[src/rtl/trap_ctrl_if.sv]
// Commit / CSR / fetch signal bundle around the machine-mode trap controller.
// The slave modport is the controller's view; master is the surrounding core.
interface trap_ctrl_if;
  // commit stage
  logic        commit_valid;
  logic        commit_ready;
  logic [31:0] commit_pc;
  logic        exc_valid;
  logic [3:0]  exc_code;
  logic [31:0] exc_tval;
  logic        is_mret;
  logic        is_wfi;

  // CSR state and interrupt lines
  logic        mie;
  logic        mpie;
  logic        mtip;
  logic        msip;
  logic        meip;
  logic        mtie;
  logic        msie;
  logic        meie;
  logic [29:0] mtvec_base;
  logic [31:0] mepc;

  // CSR write bundle
  logic        csr_trap_we;
  logic        csr_status_we;
  logic [31:0] csr_mepc_wd;
  logic [31:0] csr_mcause_wd;
  logic [31:0] csr_mtval_wd;
  logic        csr_mie_wd;
  logic        csr_mpie_wd;

  // fetch redirect and status
  logic        redirect_valid;
  logic        redirect_ready;
  logic [31:0] redirect_pc;
  logic        retire;
  logic        sleeping;

  modport slave (
    input  commit_valid, commit_pc, exc_valid, exc_code, exc_tval, is_mret, is_wfi,
    input  mie, mpie, mtip, msip, meip, mtie, msie, meie, mtvec_base, mepc,
    input  redirect_ready,
    output commit_ready, csr_trap_we, csr_status_we, csr_mepc_wd, csr_mcause_wd,
    output csr_mtval_wd, csr_mie_wd, csr_mpie_wd, redirect_valid, redirect_pc,
    output retire, sleeping
  );

  modport master (
    output commit_valid, commit_pc, exc_valid, exc_code, exc_tval, is_mret, is_wfi,
    output mie, mpie, mtip, msip, meip, mtie, msie, meie, mtvec_base, mepc,
    output redirect_ready,
    input  commit_ready, csr_trap_we, csr_status_we, csr_mepc_wd, csr_mcause_wd,
    input  csr_mtval_wd, csr_mie_wd, csr_mpie_wd, redirect_valid, redirect_pc,
    input  retire, sleeping
  );
endinterface

[src/rtl/trap_ctrl.sv]
// Machine-mode trap entry/return sequencer between commit, the CSR block and fetch.
// Optional macro TRAP_CTRL_VECTORED_EN: interrupt traps jump to base + 4*cause.
module trap_ctrl #(
  parameter bit WFI_WAKE_ANY = 1'b1
) (
  input logic        clk,
  input logic        rst_n,
  trap_ctrl_if.slave tc
);

  localparam int unsigned XLEN  = 32;
  localparam int unsigned CODEW = 4;

  localparam logic [CODEW-1:0] CODE_MEI = CODEW'(11);
  localparam logic [CODEW-1:0] CODE_MSI = CODEW'(3);
  localparam logic [CODEW-1:0] CODE_MTI = CODEW'(7);

  typedef enum logic [1:0] {
    IDLE     = 2'd0,
    TRAP_WR  = 2'd1,
    REDIRECT = 2'd2,
    SLEEP    = 2'd3
  } state_e;

  state_e            state_q, state_d;
  logic [XLEN-1:0]   mepc_q, mepc_d;
  logic [XLEN-1:0]   cause_q, cause_d;
  logic [XLEN-1:0]   tval_q, tval_d;
  logic [XLEN-1:0]   target_q, target_d;

  logic              irq_pend;
  logic [CODEW-1:0]  irq_code;
  logic              wake;
  logic [XLEN-1:0]   trap_base;
  logic [XLEN-1:0]   trap_target;

  logic              commit_ready_c;
  logic              retire_c;
  logic              status_we_c;
  logic              trap_we_c;
  logic              mie_wd_c;
  logic              mpie_wd_c;
  logic              redirect_valid_c;
  logic              sleeping_c;

  // Interrupt detection and fixed priority MEI > MSI > MTI.
  always_comb begin
    irq_pend = (tc.meip & tc.meie) | (tc.msip & tc.msie) | (tc.mtip & tc.mtie);
    if (tc.meip && tc.meie) begin
      irq_code = CODE_MEI;
    end else if (tc.msip && tc.msie) begin
      irq_code = CODE_MSI;
    end else begin
      irq_code = CODE_MTI;
    end
  end

  assign wake      = WFI_WAKE_ANY ? irq_pend : (tc.mie & irq_pend);
  assign trap_base = {tc.mtvec_base, 2'b00};

`ifdef TRAP_CTRL_VECTORED_EN
  // Only interrupts are vectored; exceptions share the base entry.
  assign trap_target = cause_q[XLEN-1]
                     ? trap_base + XLEN'({cause_q[CODEW-1:0], 2'b00})
                     : trap_base;
`else
  assign trap_target = trap_base;
`endif

  always_ff @(posedge clk or negedge rst_n) begin
    if (!rst_n) begin
      state_q  <= IDLE;
      mepc_q   <= '0;
      cause_q  <= '0;
      tval_q   <= '0;
      target_q <= '0;
    end else begin
      state_q  <= state_d;
      mepc_q   <= mepc_d;
      cause_q  <= cause_d;
      tval_q   <= tval_d;
      target_q <= target_d;
    end
  end

  always_comb begin
    state_d          = state_q;
    mepc_d           = mepc_q;
    cause_d          = cause_q;
    tval_d           = tval_q;
    target_d         = target_q;
    commit_ready_c   = 1'b0;
    retire_c         = 1'b0;
    status_we_c      = 1'b0;
    trap_we_c        = 1'b0;
    mie_wd_c         = 1'b0;
    mpie_wd_c        = 1'b0;
    redirect_valid_c = 1'b0;
    sleeping_c       = 1'b0;

    unique case (state_q)
      IDLE: begin
        if (tc.commit_valid) begin
          commit_ready_c = 1'b1;
          if (tc.mie && irq_pend) begin
            // Interrupted instruction is flushed and replays after MRET.
            mepc_d  = tc.commit_pc;
            cause_d = {1'b1, 27'b0, irq_code};
            tval_d  = '0;
            state_d = TRAP_WR;
          end else if (tc.exc_valid) begin
            mepc_d  = tc.commit_pc;
            cause_d = {1'b0, 27'b0, tc.exc_code};
            tval_d  = tc.exc_tval;
            state_d = TRAP_WR;
          end else if (tc.is_mret) begin
            status_we_c = 1'b1;
            mie_wd_c    = tc.mpie;
            mpie_wd_c   = 1'b1;
            retire_c    = 1'b1;
            target_d    = tc.mepc;
            state_d     = REDIRECT;
          end else if (tc.is_wfi) begin
            retire_c = 1'b1;
            state_d  = SLEEP;
          end else begin
            retire_c = 1'b1;
          end
        end
      end

      TRAP_WR: begin
        trap_we_c = 1'b1;
        mie_wd_c  = 1'b0;
        mpie_wd_c = tc.mie;
        target_d  = trap_target;
        state_d   = REDIRECT;
      end

      REDIRECT: begin
        redirect_valid_c = 1'b1;
        if (tc.redirect_ready) begin
          state_d = IDLE;
        end
      end

      SLEEP: begin
        sleeping_c = 1'b1;
        if (wake) begin
          state_d = IDLE;
        end
      end

      default: begin
        state_d = IDLE;
      end
    endcase
  end

  // Commit-side strobes depend on live inputs; hold them low while reset is asserted.
  assign tc.commit_ready   = commit_ready_c & rst_n;
  assign tc.retire         = retire_c & rst_n;
  assign tc.csr_status_we  = status_we_c & rst_n;
  assign tc.csr_mie_wd     = mie_wd_c & rst_n;
  assign tc.csr_mpie_wd    = mpie_wd_c & rst_n;

  assign tc.csr_trap_we    = trap_we_c;
  assign tc.csr_mepc_wd    = mepc_q;
  assign tc.csr_mcause_wd  = cause_q;
  assign tc.csr_mtval_wd   = tval_q;
  assign tc.redirect_valid = redirect_valid_c;
  assign tc.redirect_pc    = target_q;
  assign tc.sleeping       = sleeping_c;

endmodule
[src/flat_wrapper.sv]
// flat-port wrapper written by rule: the top's interface ports become plain ports
module trap_ctrl_flat 
#(
  parameter bit WFI_WAKE_ANY = 1'b1
)
  (clk, rst_n, tc_commit_valid, tc_commit_pc, tc_exc_valid, tc_exc_code, tc_exc_tval, tc_is_mret, tc_is_wfi, tc_mie, tc_mpie, tc_mtip, tc_msip, tc_meip, tc_mtie, tc_msie, tc_meie, tc_mtvec_base, tc_mepc, tc_redirect_ready, tc_commit_ready, tc_csr_trap_we, tc_csr_status_we, tc_csr_mepc_wd, tc_csr_mcause_wd, tc_csr_mtval_wd, tc_csr_mie_wd, tc_csr_mpie_wd, tc_redirect_valid, tc_redirect_pc, tc_retire, tc_sleeping);
  trap_ctrl_if tc_i ();
  input logic clk;
  input logic rst_n;
  input wire logic [$bits(tc_i.commit_valid)-1:0] tc_commit_valid;
  input wire logic [$bits(tc_i.commit_pc)-1:0] tc_commit_pc;
  input wire logic [$bits(tc_i.exc_valid)-1:0] tc_exc_valid;
  input wire logic [$bits(tc_i.exc_code)-1:0] tc_exc_code;
  input wire logic [$bits(tc_i.exc_tval)-1:0] tc_exc_tval;
  input wire logic [$bits(tc_i.is_mret)-1:0] tc_is_mret;
  input wire logic [$bits(tc_i.is_wfi)-1:0] tc_is_wfi;
  input wire logic [$bits(tc_i.mie)-1:0] tc_mie;
  input wire logic [$bits(tc_i.mpie)-1:0] tc_mpie;
  input wire logic [$bits(tc_i.mtip)-1:0] tc_mtip;
  input wire logic [$bits(tc_i.msip)-1:0] tc_msip;
  input wire logic [$bits(tc_i.meip)-1:0] tc_meip;
  input wire logic [$bits(tc_i.mtie)-1:0] tc_mtie;
  input wire logic [$bits(tc_i.msie)-1:0] tc_msie;
  input wire logic [$bits(tc_i.meie)-1:0] tc_meie;
  input wire logic [$bits(tc_i.mtvec_base)-1:0] tc_mtvec_base;
  input wire logic [$bits(tc_i.mepc)-1:0] tc_mepc;
  input wire logic [$bits(tc_i.redirect_ready)-1:0] tc_redirect_ready;
  output wire logic [$bits(tc_i.commit_ready)-1:0] tc_commit_ready;
  output wire logic [$bits(tc_i.csr_trap_we)-1:0] tc_csr_trap_we;
  output wire logic [$bits(tc_i.csr_status_we)-1:0] tc_csr_status_we;
  output wire logic [$bits(tc_i.csr_mepc_wd)-1:0] tc_csr_mepc_wd;
  output wire logic [$bits(tc_i.csr_mcause_wd)-1:0] tc_csr_mcause_wd;
  output wire logic [$bits(tc_i.csr_mtval_wd)-1:0] tc_csr_mtval_wd;
  output wire logic [$bits(tc_i.csr_mie_wd)-1:0] tc_csr_mie_wd;
  output wire logic [$bits(tc_i.csr_mpie_wd)-1:0] tc_csr_mpie_wd;
  output wire logic [$bits(tc_i.redirect_valid)-1:0] tc_redirect_valid;
  output wire logic [$bits(tc_i.redirect_pc)-1:0] tc_redirect_pc;
  output wire logic [$bits(tc_i.retire)-1:0] tc_retire;
  output wire logic [$bits(tc_i.sleeping)-1:0] tc_sleeping;
  assign tc_i.commit_valid = tc_commit_valid;
  assign tc_i.commit_pc = tc_commit_pc;
  assign tc_i.exc_valid = tc_exc_valid;
  assign tc_i.exc_code = tc_exc_code;
  assign tc_i.exc_tval = tc_exc_tval;
  assign tc_i.is_mret = tc_is_mret;
  assign tc_i.is_wfi = tc_is_wfi;
  assign tc_i.mie = tc_mie;
  assign tc_i.mpie = tc_mpie;
  assign tc_i.mtip = tc_mtip;
  assign tc_i.msip = tc_msip;
  assign tc_i.meip = tc_meip;
  assign tc_i.mtie = tc_mtie;
  assign tc_i.msie = tc_msie;
  assign tc_i.meie = tc_meie;
  assign tc_i.mtvec_base = tc_mtvec_base;
  assign tc_i.mepc = tc_mepc;
  assign tc_i.redirect_ready = tc_redirect_ready;
  assign tc_commit_ready = tc_i.commit_ready;
  assign tc_csr_trap_we = tc_i.csr_trap_we;
  assign tc_csr_status_we = tc_i.csr_status_we;
  assign tc_csr_mepc_wd = tc_i.csr_mepc_wd;
  assign tc_csr_mcause_wd = tc_i.csr_mcause_wd;
  assign tc_csr_mtval_wd = tc_i.csr_mtval_wd;
  assign tc_csr_mie_wd = tc_i.csr_mie_wd;
  assign tc_csr_mpie_wd = tc_i.csr_mpie_wd;
  assign tc_redirect_valid = tc_i.redirect_valid;
  assign tc_redirect_pc = tc_i.redirect_pc;
  assign tc_retire = tc_i.retire;
  assign tc_sleeping = tc_i.sleeping;
  trap_ctrl #(.WFI_WAKE_ANY(WFI_WAKE_ANY)) u_core (.clk(clk), .rst_n(rst_n), .tc(tc_i));
endmodule
[config.mk]
export PLATFORM = sky130hd
export DESIGN_NAME = trap_ctrl_flat
export DESIGN_NICKNAME = d
export VERILOG_FILES = /design/src/rtl/trap_ctrl_if.sv /design/src/rtl/trap_ctrl.sv /design/src/flat_wrapper.sv
export SDC_FILE = /design/constraint.sdc
export NUM_CORES = 1
export LEC_CHECK = 0
export CORE_ASPECT_RATIO = 1.1
export CORE_MARGIN = 1.5
export CORE_UTILIZATION = 40
export CTS_BUF_LIST = sky130_fd_sc_hd__clkbuf_4
export CTS_CLUSTER_DIAMETER = 200
export CTS_CLUSTER_SIZE = 16
export DETAILED_ROUTE_END_ITERATION = 16
export PLACE_DENSITY_LB_ADDON = 0.05
export SLEW_MARGIN = 40
export SYNTH_ARGS = -nofsm -noshare
export SYNTH_HDL_FRONTEND = slang
export SYNTH_SLANG_ARGS = --single-unit
[constraint.sdc]
create_clock -name clk -period 2.88 [get_ports clk]
set_input_delay 0.288 -clock clk [delete_from_list [all_inputs] [get_ports clk]]
set_output_delay 0.288 -clock clk [all_outputs]
set_load 0.005 [all_outputs]
==> impl_metrics.csv, run 1 <==
group,metric,value,unit
yosys,synth_seq_area_share,55.2,%
global_routing,grt.overflow.total,0,
sta,grt_setup_unrepaired,"false",
detailed_routing,final_antenna_net_count,0,
clock_tree,cts_buffer_depth,2,
setup_path,crit_startpoint,"tc_mtip",
setup_path,path_buf_inv,2,
sta,worst_clock_skew,0.0127,ns
setup_path,endpoint_kind,"output port",
final_layout,post_route_cells_drive_above_1_share,20.7,%
yosys,synth-warning-count,0,
yosys,yosys.cell_types.count,34,
clock_tree,clk_pin_slew_worst_paths,0.13,ns
yosys,async_flop_share,100,%
die,io_pins,281,
clock_tree,post_cts_buffers,0,
sta,worst_slew_margin_rel,50.1,%
sta,final.min_clock_period,2.59,ns
setup_path,critical_path.slowest_cell,"clkdlybuf4s50_1",
global_routing,grt_usage,18.9,%
hold_path,hold_path_startpoint,"tc_exc_code[1]",
yosys,fraction_of_synthesized_cell_area_taken_by_the_top_area_cell_type,55.2,%
sta,setup_viol_count_final,0,
final_layout,final_core_util,64.6,%
clock_tree,cts_resized,0,
setup_path,start_kind,"input port",
global_routing,first_global_vias,3457,
sta,worstMarginPinSlew,0.749,ns
sta,final_max_slew_viol_count,0,
setup_path,timing.critical_path.required,2.59,ns
outcome,status,"finished, final reports clean",
setup_path,critPathMaxStageDelay,0.49,ns
yosys,synth_area_leader_cell,"dfrtp_1",
clock_tree,cts_hold_repair.buffers,1,
detailed_routing,wl_per_cell,16.5,microns
setup_path,timing.critical_path.fanout_max,4,
yosys,synth_top_flop_cell,"dfrtp_1",
hold_path,min_path_type,"input port to register",
sta,layout_worst_path_cycle_share,90.0,%
setup_path,timing.critical_path.cells,"clkdlybuf4s50_1, a222oi_1, nand2b_1, and3_2, and3_1, clkdlybuf4s50_1",
die,design.core.area,11400,sq um
yosys,yosys.cell_count.top_type,"dfrtp_1",
yosys,average_cell_area_after_synthesis,14.6,sq um
sta,fin_setup_tns,0,ns
yosys,netlist_instances,319,
die,chipHeight,116,microns
clock_tree,tritoncts_clock_tree,"yes",
setup_path,rr_startpoint,"u_core.state_q[0]$_DFFE_PN0P_",
clock_tree,h-tree-depth,3,
final_layout,area_growth_syn_to_layout,58.5,%
clock_tree,clock_latency,0.45,ns
setup_path,critical_path_at,2.30,ns
sta,fmaxAchievable,386,MHz
run,max_cap_viol_count,0,
setup_path,timing.setup.critical_path_class,"input port to output port",
die,placementRows,41,
detailed_routing,drt_drc_violations_left,0,
sta,hold_viol,0,
detailed_routing,dr_total_vias,3458,
die,die_width,106,microns
detailed_routing,drt-total-wl,12.0,mm
global_routing,wire_length_of_the_first_global_routing_pass,18.1,mm
yosys,postSynthRegisterBits,103,
place,number_of_buffers_inserted_by_port_buffering,253,
power_and_ir_drop,leakagePower,3.16,nW
detailed_routing,firstDrtPassIters,4,
global_routing,largest_net_degree_at_the_start_of_global_routing,59,
yosys,synthTopCellsByCount,"dfrtp_1 (103), mux2_2 (61), a22o_1 (34), mux2_4 (30), buf_4 (27)",
final_layout,insertedDiodeCount,0,
power_and_ir_drop,power_density,904,nW/um^2
yosys,syn-cell-area,4670,sq um
final_layout,filler_cell_count,944,
detailed_routing,initialDrtViolationCount,124,
setup_path,setup.reg_to_reg.worst_slack,0.95,ns
clock_tree,cts.sinks,103,
die,floorplan.initialDensity,40.8,%
setup_path,crit_family,"buffers and inverters",
place,dpl.hpwl,9.04,mm
setup_path,worst_path_most_repeated_cell,"clkdlybuf4s50_1",
yosys,netlist_top_cells_area,"dfrtp_1 (55%), mux2_2 (15%), mux2_4 (9.7%), a22o_1 (6.4%), buf_4 (4.3%)",
die,fp.dieArea,12300,sq um
yosys,number_of_synthesized_flops_with_an_enable_pin,0,
power_and_ir_drop,ir_drop,0.000495,V
clock_tree,cts_made_buffers,9,
global_routing,grt_antenna_before_repair,0,
clock_tree,clock_root_cell,"clkbuf_4",
final_layout,final_nets,719,
place,gp_congestion,0.811,
detailed_routing,via_per_inst,4.74,
-- where the power goes --
group / internal [W] / switching, W / total (W) / leakage, nW
clock network: 0.000259 / 0.000461 / 0.000719 / 0.0688
logic: 0.00236 / 0.00105 / 0.00341 / 1.83
registers: 0.00216 / 0.000390 / 0.00255 / 1.25
total: 0.00478 / 0.00190 / 0.00668 / 3.16
-- state kept, by name (all words and copies together) (netlist names) --
register	count
u_core.tc.csr_mepc_wd	32
u_core.tc.redirect_pc	32
u_core.state_q	2
u_core.tc.csr_mcause_wd	5
u_core.tc.csr_mtval_wd	32
-- through the flow --
step / hold slack (ns) / worst slack [ns] / power [W] / cells / instance area (sq um)
after floorplan: -0.00759 / 1.14 / 0.00405 / 345 / 4760
after global placement: 0.434 / 0.309 / 0.00596 / 712 / 7250
after detailed placement: 0.447 / 0.284 / 0.00601 / 712 / 7250
after CTS: 0.330 / 0.271 / 0.00677 / 729 / 7390
after global routing: 0.337 / 0.104 / 0.00710 / 729 / 7390
final: 0.373 / 0.288 / 0.00668 / 729 / 7390
-- layout make-up --
type / instances / area (sq um) / share of cell area, %
clock inverter: 7 / 62.6 / 0.846
sequential: 103 / 2580 / 34.9
tap: 150 / 188 / 2.54
timing repair buffer: 262 / 2630 / 35.5
multi-input combinational: 194 / 1860 / 25.1
inverter: 4 / 15.0 / 0.203
clock buffer: 9 / 67.6 / 0.914
-- layout by cell type (no fill, tap or decap), types with 2 or more instances in the layout --
| cell type | count |
|---|---|
| dfrtp_1 | 103 |
| a22o_1 | 34 |
| conb_1 | 27 |
| mux2_4 | 30 |
| o21ai_0 | 5 |
| clkbuf_4 | 9 |
| clkdlybuf4s50_1 | 252 |
| inv_1 | 4 |
| clkinv_1 | 3 |
| buf_4 | 7 |
| mux2_1 | 3 |
| a21oi_1 | 2 |
| buf_12 | 2 |
| nor2b_1 | 7 |
| and2_1 | 3 |
| mux2_2 | 61 |
| nand2_1 | 5 |
-- worst register-to-register path, cell delays in order, from the launching register on --
cell and delay [ns]:
dfrtp_1 0.39, buf_4 0.40, nor2b_1 0.26, a41o_4 0.20
buf_12 0.25, mux2_4 0.33
-- cell families (layout without fill, tap and decap cells) --
family | count (synthesis) | count (layout) | synth area share, %
buffers and inverters | 48 | 282 | 7.27
multiplexers | 94 | 94 | 25.1
AND/OR/NAND/NOR | 24 | 24 | 3.24
other | 1 | 27 | 0.0804
AO/OA/AOI/OAI | 49 | 49 | 9.06
flip-flops | 103 | 103 | 55.2
-- routing by layer --
layer  GRT usage (%)  vias to the layer above  part of all wire (%)
met5               0                        -                     0
met2            30.8                      168                    47
met4            6.76                        0                   1.6
li1                -                     1603                     -
met3            7.98                       14                    11
met1            22.7                     1673                    41
-- worst paths after layout --
kind / to / cells past startpoint
setup / recovery: tc_csr_mie_wd / 6
hold / removal: u_core.tc.csr_mcause_wd[1]$_DFFE_PN0P_ / 3
setup reg to reg: u_core.tc.redirect_pc[7]$_DFFE_PN0P_ / 5
hold reg to reg: u_core.tc.csr_mcause_wd[3]$_DFFE_PN0P_ / 2
max in group asynchronous: u_core.tc.csr_mepc_wd[15]$_DFFE_PN0P_ / 3
min in group asynchronous: u_core.tc.redirect_pc[17]$_DFFE_PN0P_ / 3
Note: power is estimated with default switching activity, not from simulation.
==> run 2: changes to the inputs <==
Settings changed: CORE_MARGIN 1.5 to 1, PLACE_DENSITY set to 0.93, PLACE_DENSITY_LB_ADDON 0.05 to unset.
==> impl_metrics.csv, run 2 (synthesis gave the netlist of run 1 again) <==
group,metric,value,unit
sta,layout_worst_path_cycle_share,91.2,%
place,gp_congestion,0.836,
sta,worst_slew_margin_rel,52.1,%
sta,worstMarginPinSlew,0.716,ns
power_and_ir_drop,ir_drop,0.000518,V
hold_path,hold_depth,3,
final_layout,final_nets,717,
detailed_routing,final_antenna_net_count,0,
sta,grt_setup_unrepaired,"false",
hold_path,min_path_type,"input port to register",
detailed_routing,initialDrtViolationCount,129,
die,die_width,105,microns
sta,fin_setup_tns,0,ns
die,design.core.area,11400,sq um
power_and_ir_drop,power_report.internal_total,0.00480,W
setup_path,critical_path_at,2.34,ns
detailed_routing,via_per_inst,4.69,
global_routing,groute.layer.met3.usage,6.86,%
sta,hold_viol,0,
final_layout,layout.cells.most_common_list,"clkdlybuf4s50_1 (252), dfrtp_1 (103), mux2_2 (61)",
power_and_ir_drop,switchingPower,0.00197,W
die,chipHeight,115,microns
sta,final.min_clock_period,2.63,ns
clock_tree,clock_latency,0.45,ns
clock_tree,cts_buffer_depth,2,
die,fp.dieArea,12100,sq um
die,placementRows,41,
clock_tree,tritoncts_clock_tree,"yes",
setup_path,timing.reg2reg.worst_path_depth,5,
power_and_ir_drop,power.combinational.fraction,50.1,%
place,number_of_buffers_inserted_by_port_buffering,253,
clock_tree,clock_root_cell,"clkbuf_4",
power_and_ir_drop,power_density,914,nW/um^2
setup_path,start_kind,"input port",
final_layout,area_growth_syn_to_layout,58.6,%
global_routing,grtUsageMet2,34.0,%
setup_path,endpoint_kind,"output port",
global_routing,globalRoute.busiestLayer,"met2",
global_routing,largest_net_degree_at_the_start_of_global_routing,71,
sta,worst_clock_skew,0.0301,ns
place,dpl.hpwl,9.34,mm
clock_tree,h-tree-depth,3,
detailed_routing,drt-total-wl,12.2,mm
final_layout,post_route_cells_drive_above_1_share,21.0,%
sta,fmaxAchievable,381,MHz
power_and_ir_drop,power.switching_fraction,29.1,%
power_and_ir_drop,seq_power_share,38.3,%
final_layout,design_area,7400,sq um
sta,final_max_slew_viol_count,0,
global_routing,first_global_vias,3604,
final_layout,filler_cell_count,821,
power_and_ir_drop,clock_network_fraction_of_total_power,11.6,%
detailed_routing,drt_drc_violations_left,0,
clock_tree,cts_made_buffers,9,
clock_tree,clk_pin_slew_worst_paths,0.14,ns
place,placement.cell_area,7240,sq um
die,floorplan.initialDensity,40.8,%
detailed_routing,wl_per_cell,16.7,microns
run,max_cap_viol_count,0,
global_routing,groute.layer.met1.usage,23.4,%
clock_tree,post_cts_buffers,0,
final_layout,layout.cells.most_common,"clkdlybuf4s50_1",
power_and_ir_drop,leakagePower,3.16,nW
sta,setup_viol_count_final,0,
setup_path,timing.critical_path.required,2.59,ns
die,io_pins,281,
outcome,status,"finished, final reports clean",
setup_path,timing.critical_path.fanout_max,4,
global_routing,grt.overflow.total,0,
global_routing,grt_usage,20.0,%
detailed_routing,firstDrtPassIters,4,
setup_path,timing.setup.critical_path_class,"input port to output port",
final_layout,area_used_by_multi_input_combinational_logic,1860,sq um
global_routing,wire_length_of_the_first_global_routing_pass,18.7,mm
detailed_routing,dr_total_vias,3417,
clock_tree,cts.sinks,103,
clock_tree,cts_resized,0,
global_routing,grt_antenna_before_repair,0,
final_layout,seqCellArea,2580,sq um
run 2: cell types whose count changed in the layout (fill, tap and decap cells not counted):
cell        before  now
clkinvlp_4       1    0
buf_4            7    5
clkinv_4         0    1
inv_8            0    2
diode_2          0    1
clkinv_1         3    0
inv_6            1    2
run 2: area by class of cell:
| cell class | instances | area share, % |
|---|---|---|
| Timing Repair Buffer | 260 | 35.3 |
| Inverter | 4 | 0.203 |
| Clock inverter | 7 | 1.13 |
| Clock buffer | 9 | 0.913 |
| Tap cell | 150 | 2.54 |
| Antenna cell | 1 | 0.0338 |
| Multi-Input combinational cell | 194 | 25.1 |
| Sequential cell | 103 | 34.8 |
run 2: path summary, 6_finish.rpt:
check | startpoint | end | slack (ns)
min in group asynchronous | rst_n | u_core.tc.csr_mcause_wd[2]$_DFFE_PN0P_ | 0.54
worst max register to register | u_core.state_q[0]$_DFFE_PN0P_ | u_core.tc.redirect_pc[4]$_DFFE_PN0P_ | 0.86
worst min-delay path | tc_exc_code[0] | u_core.tc.csr_mcause_wd[0]$_DFFE_PN0P_ | 0.41
worst max-delay path | tc_mtip | tc_csr_mie_wd | 0.25
max in group asynchronous | rst_n | u_core.tc.csr_mepc_wd[15]$_DFFE_PN0P_ | 1.85
worst min register to register | u_core.tc.csr_mcause_wd[3]$_DFFE_PN0P_ | u_core.tc.csr_mcause_wd[3]$_DFFE_PN0P_ | 0.52
run 2: what timing repair did:
item	in CTS	in global routing
hold buffers	1	0
endpoints found under the hold margin	96	0
endpoints found under the setup margin	0	0
run 2: layer usage:
layer / share of wire [%] / routed length [microns]
met5: 0 / 0
met4: 2.5 / 304
met3: 8.5 / 1030
met2: 50 / 6140
met1: 39 / 4680
run 2: metrics by stage:
step	power (W)	std cells	worst slack, ns	util [%]	hold WS, ns
floorplan	0.00405	345	1.14	-	-0.00759
global placement	0.00593	710	0.343	63.3	0.438
detailed placement	0.00602	710	0.267	63.3	0.445
CTS	0.00686	727	0.270	64.7	0.359
global route	0.00718	727	0.106	64.7	0.360
finish	0.00677	728	0.253	64.7	0.405
run 2: critical path: stages:
cell,delay (ns)
clkdlybuf4s50_1,0.44
a222oi_1,0.51
nand2b_1,0.23
and3_2,0.23
and3_1,0.15
clkdlybuf4s50_1,0.49
run 2: power by group through the flow:
stage	Combinational [W]	Sequential (W)	Clock [W]
floorplan	0.00143	0.00262	0
global placement	0.00333	0.00260	0
detailed placement	0.00342	0.00260	0
CTS	0.00343	0.00260	0.000830
global route	0.00361	0.00268	0.000883
finish	0.00339	0.00259	0.000787
==> run 3: changes to the inputs <==
Settings changed: CORE_ASPECT_RATIO 1.1 to 0.8, GPL_ROUTABILITY_DRIVEN set to 0, MAX_ROUTING_LAYER set to met4.
==> impl_metrics.csv, run 3 (synthesis gave the netlist of run 1 again) <==
group,metric,value,unit
clock_tree,cts.sinks,103,
detailed_routing,initialDrtViolationCount,86,
clock_tree,tritoncts_clock_tree,"yes",
sta,fmaxAchievable,378,MHz
place,placement.cell_area,7230,sq um
setup_path,rr_startpoint,"u_core.state_q[0]$_DFFE_PN0P_",
power_and_ir_drop,leakagePower,3.14,nW
final_layout,design_area,7370,sq um
detailed_routing,dr_total_vias,3506,
sta,worst_slew_margin_rel,53.2,%
clock_tree,clock_root_cell,"clkbuf_4",
outcome,status,"finished, final reports clean",
setup_path,critical_path.endpoint,"tc_csr_mie_wd",
die,die_width,123,microns
detailed_routing,firstDrtPassIters,4,
sta,worstMarginPinSlew,0.703,ns
final_layout,post_route_cells_drive_above_1_share,21.1,%
clock_tree,h-tree-depth,3,
clock_tree,cts_buffer_depth,2,
global_routing,first_global_vias,3801,
die,fp.dieArea,12100,sq um
setup_path,crit_startpoint,"u_core.state_q[0]$_DFFE_PN0P_",
run,max_cap_viol_count,0,
detailed_routing,drt-total-wl,12.5,mm
global_routing,largest_net_degree_at_the_start_of_global_routing,69,
clock_tree,cts_made_buffers,9,
die,floorplan.initialDensity,42.0,%
setup_path,critical_path_at,2.36,ns
clock_tree,clk_pin_slew_worst_paths,0.16,ns
die,chipHeight,98.6,microns
global_routing,grt.overflow.total,0,
hold_path,hold_depth,3,
global_routing,grt_usage,21.8,%
sta,final_max_slew_viol_count,0,
detailed_routing,drt_drc_violations_left,0,
sta,final_worst_setup_slack,0.235,ns
die,design.core.area,11100,sq um
detailed_routing,via_per_inst,4.86,
setup_path,start_kind,"register",
setup_path,timing.reg2reg.worst_path_depth,3,
final_layout,final_core_util,66.3,%
global_routing,wire_length_of_the_first_global_routing_pass,19.4,mm
place,number_of_buffers_inserted_by_port_buffering,253,
sta,grt_setup_unrepaired,"false",
place,dpl.hpwl,9.64,mm
setup_path,setup.reg_to_reg.worst_slack,0.86,ns
power_and_ir_drop,ir_drop,0.000587,V
die,placementRows,34,
global_routing,grt_antenna_before_repair,0,
sta,fin_setup_tns,0,ns
sta,worst_clock_skew,0.0175,ns
final_layout,insertedDiodeCount,0,
sta,setup_viol_count_final,0,
setup_path,timing.setup.critical_path_class,"register to output port",
clock_tree,clock_latency,0.47,ns
power_and_ir_drop,power_density,906,nW/um^2
die,io_pins,281,
final_layout,layout.cells.most_common_list,"clkdlybuf4s50_1 (252), dfrtp_1 (103), mux2_2 (61)",
detailed_routing,final_antenna_net_count,0,
setup_path,timing.critical_path.fanout_max,13,
place,preCtsSetupSlack,0.321,ns
final_layout,area_growth_syn_to_layout,57.9,%
final_layout,final_nets,718,
hold_path,min_path_type,"input port to register",
final_layout,layout.cells.most_common,"clkdlybuf4s50_1",
sta,final.min_clock_period,2.64,ns
sta,layout_worst_path_cycle_share,91.8,%
setup_path,timing.critical_path.required,2.59,ns
setup_path,critical_path.reg2reg.endpoint,"u_core.tc.redirect_pc[0]$_DFFE_PN0P_",
clock_tree,cts_resized,0,
detailed_routing,wl_per_cell,17.3,microns
setup_path,endpoint_kind,"output port",
sta,hold_viol,0,
run 3: where the power goes:
part | switching (W) | internal, W
registers | 0.000449 | 0.00216
clock network | 0.000513 | 0.000195
logic | 0.00102 | 0.00234
total | 0.00198 | 0.00470
run 3: worst min path at each step:
stage	from	end
detailed placement	rst_n	u_core.tc.redirect_pc[21]$_DFFE_PN0P_
CTS	tc_exc_code[1]	u_core.tc.csr_mcause_wd[1]$_DFFE_PN0P_
finish	tc_exc_code[1]	u_core.tc.csr_mcause_wd[1]$_DFFE_PN0P_
global placement	rst_n	u_core.tc.redirect_pc[30]$_DFFE_PN0P_
global route	tc_exc_code[0]	u_core.tc.csr_mcause_wd[0]$_DFFE_PN0P_
floorplan	rst_n	u_core.state_q[0]$_DFFE_PN0P_
run 3: timing repair:
action                                  CTS  global route
setup buffers                             0             0
endpoints found under the setup margin    0             0
endpoints found under the hold margin    47             0
hold buffers                              1             0
run 3: through the flow:
stage               power [W]  hold slack [ns]  std cells
finish                0.00668            0.348        722
global route          0.00705            0.326        722
CTS                   0.00675            0.304        722
detailed placement    0.00602            0.450        705
global placement      0.00587            0.424        705
floorplan             0.00405         -0.00759        345
run 3: routing by layer:
| metal | vias up | GRT usage, % | share of wire, % |
|---|---|---|---|
| li1 | 1601 | - | - |
| met1 | 1723 | 23.7 | 39 |
| met2 | 154 | 38.3 | 53 |
| met3 | 28 | 4.98 | 5.4 |
| met4 | 0 | 8.16 | 2.6 |
| met5 | - | - | 0 |
run 3: cell type report:
type | instances | area [sq um]
clock buffer | 9 | 67.6
clock inverter | 7 | 62.6
fill | 790 | 3740
inverter | 4 | 15.0
multi-input combinational | 194 | 1860
sequential | 103 | 2580
tap | 144 | 180
timing repair buffer | 261 | 2610
run 3: worst max-delay path: stages (launching register included):
cell             delay [ns]
dfrtp_1                0.58
nor3b_2                0.27
and2_1                 0.17
and3_2                 0.21
and3_1                 0.16
clkdlybuf4s50_1        0.49
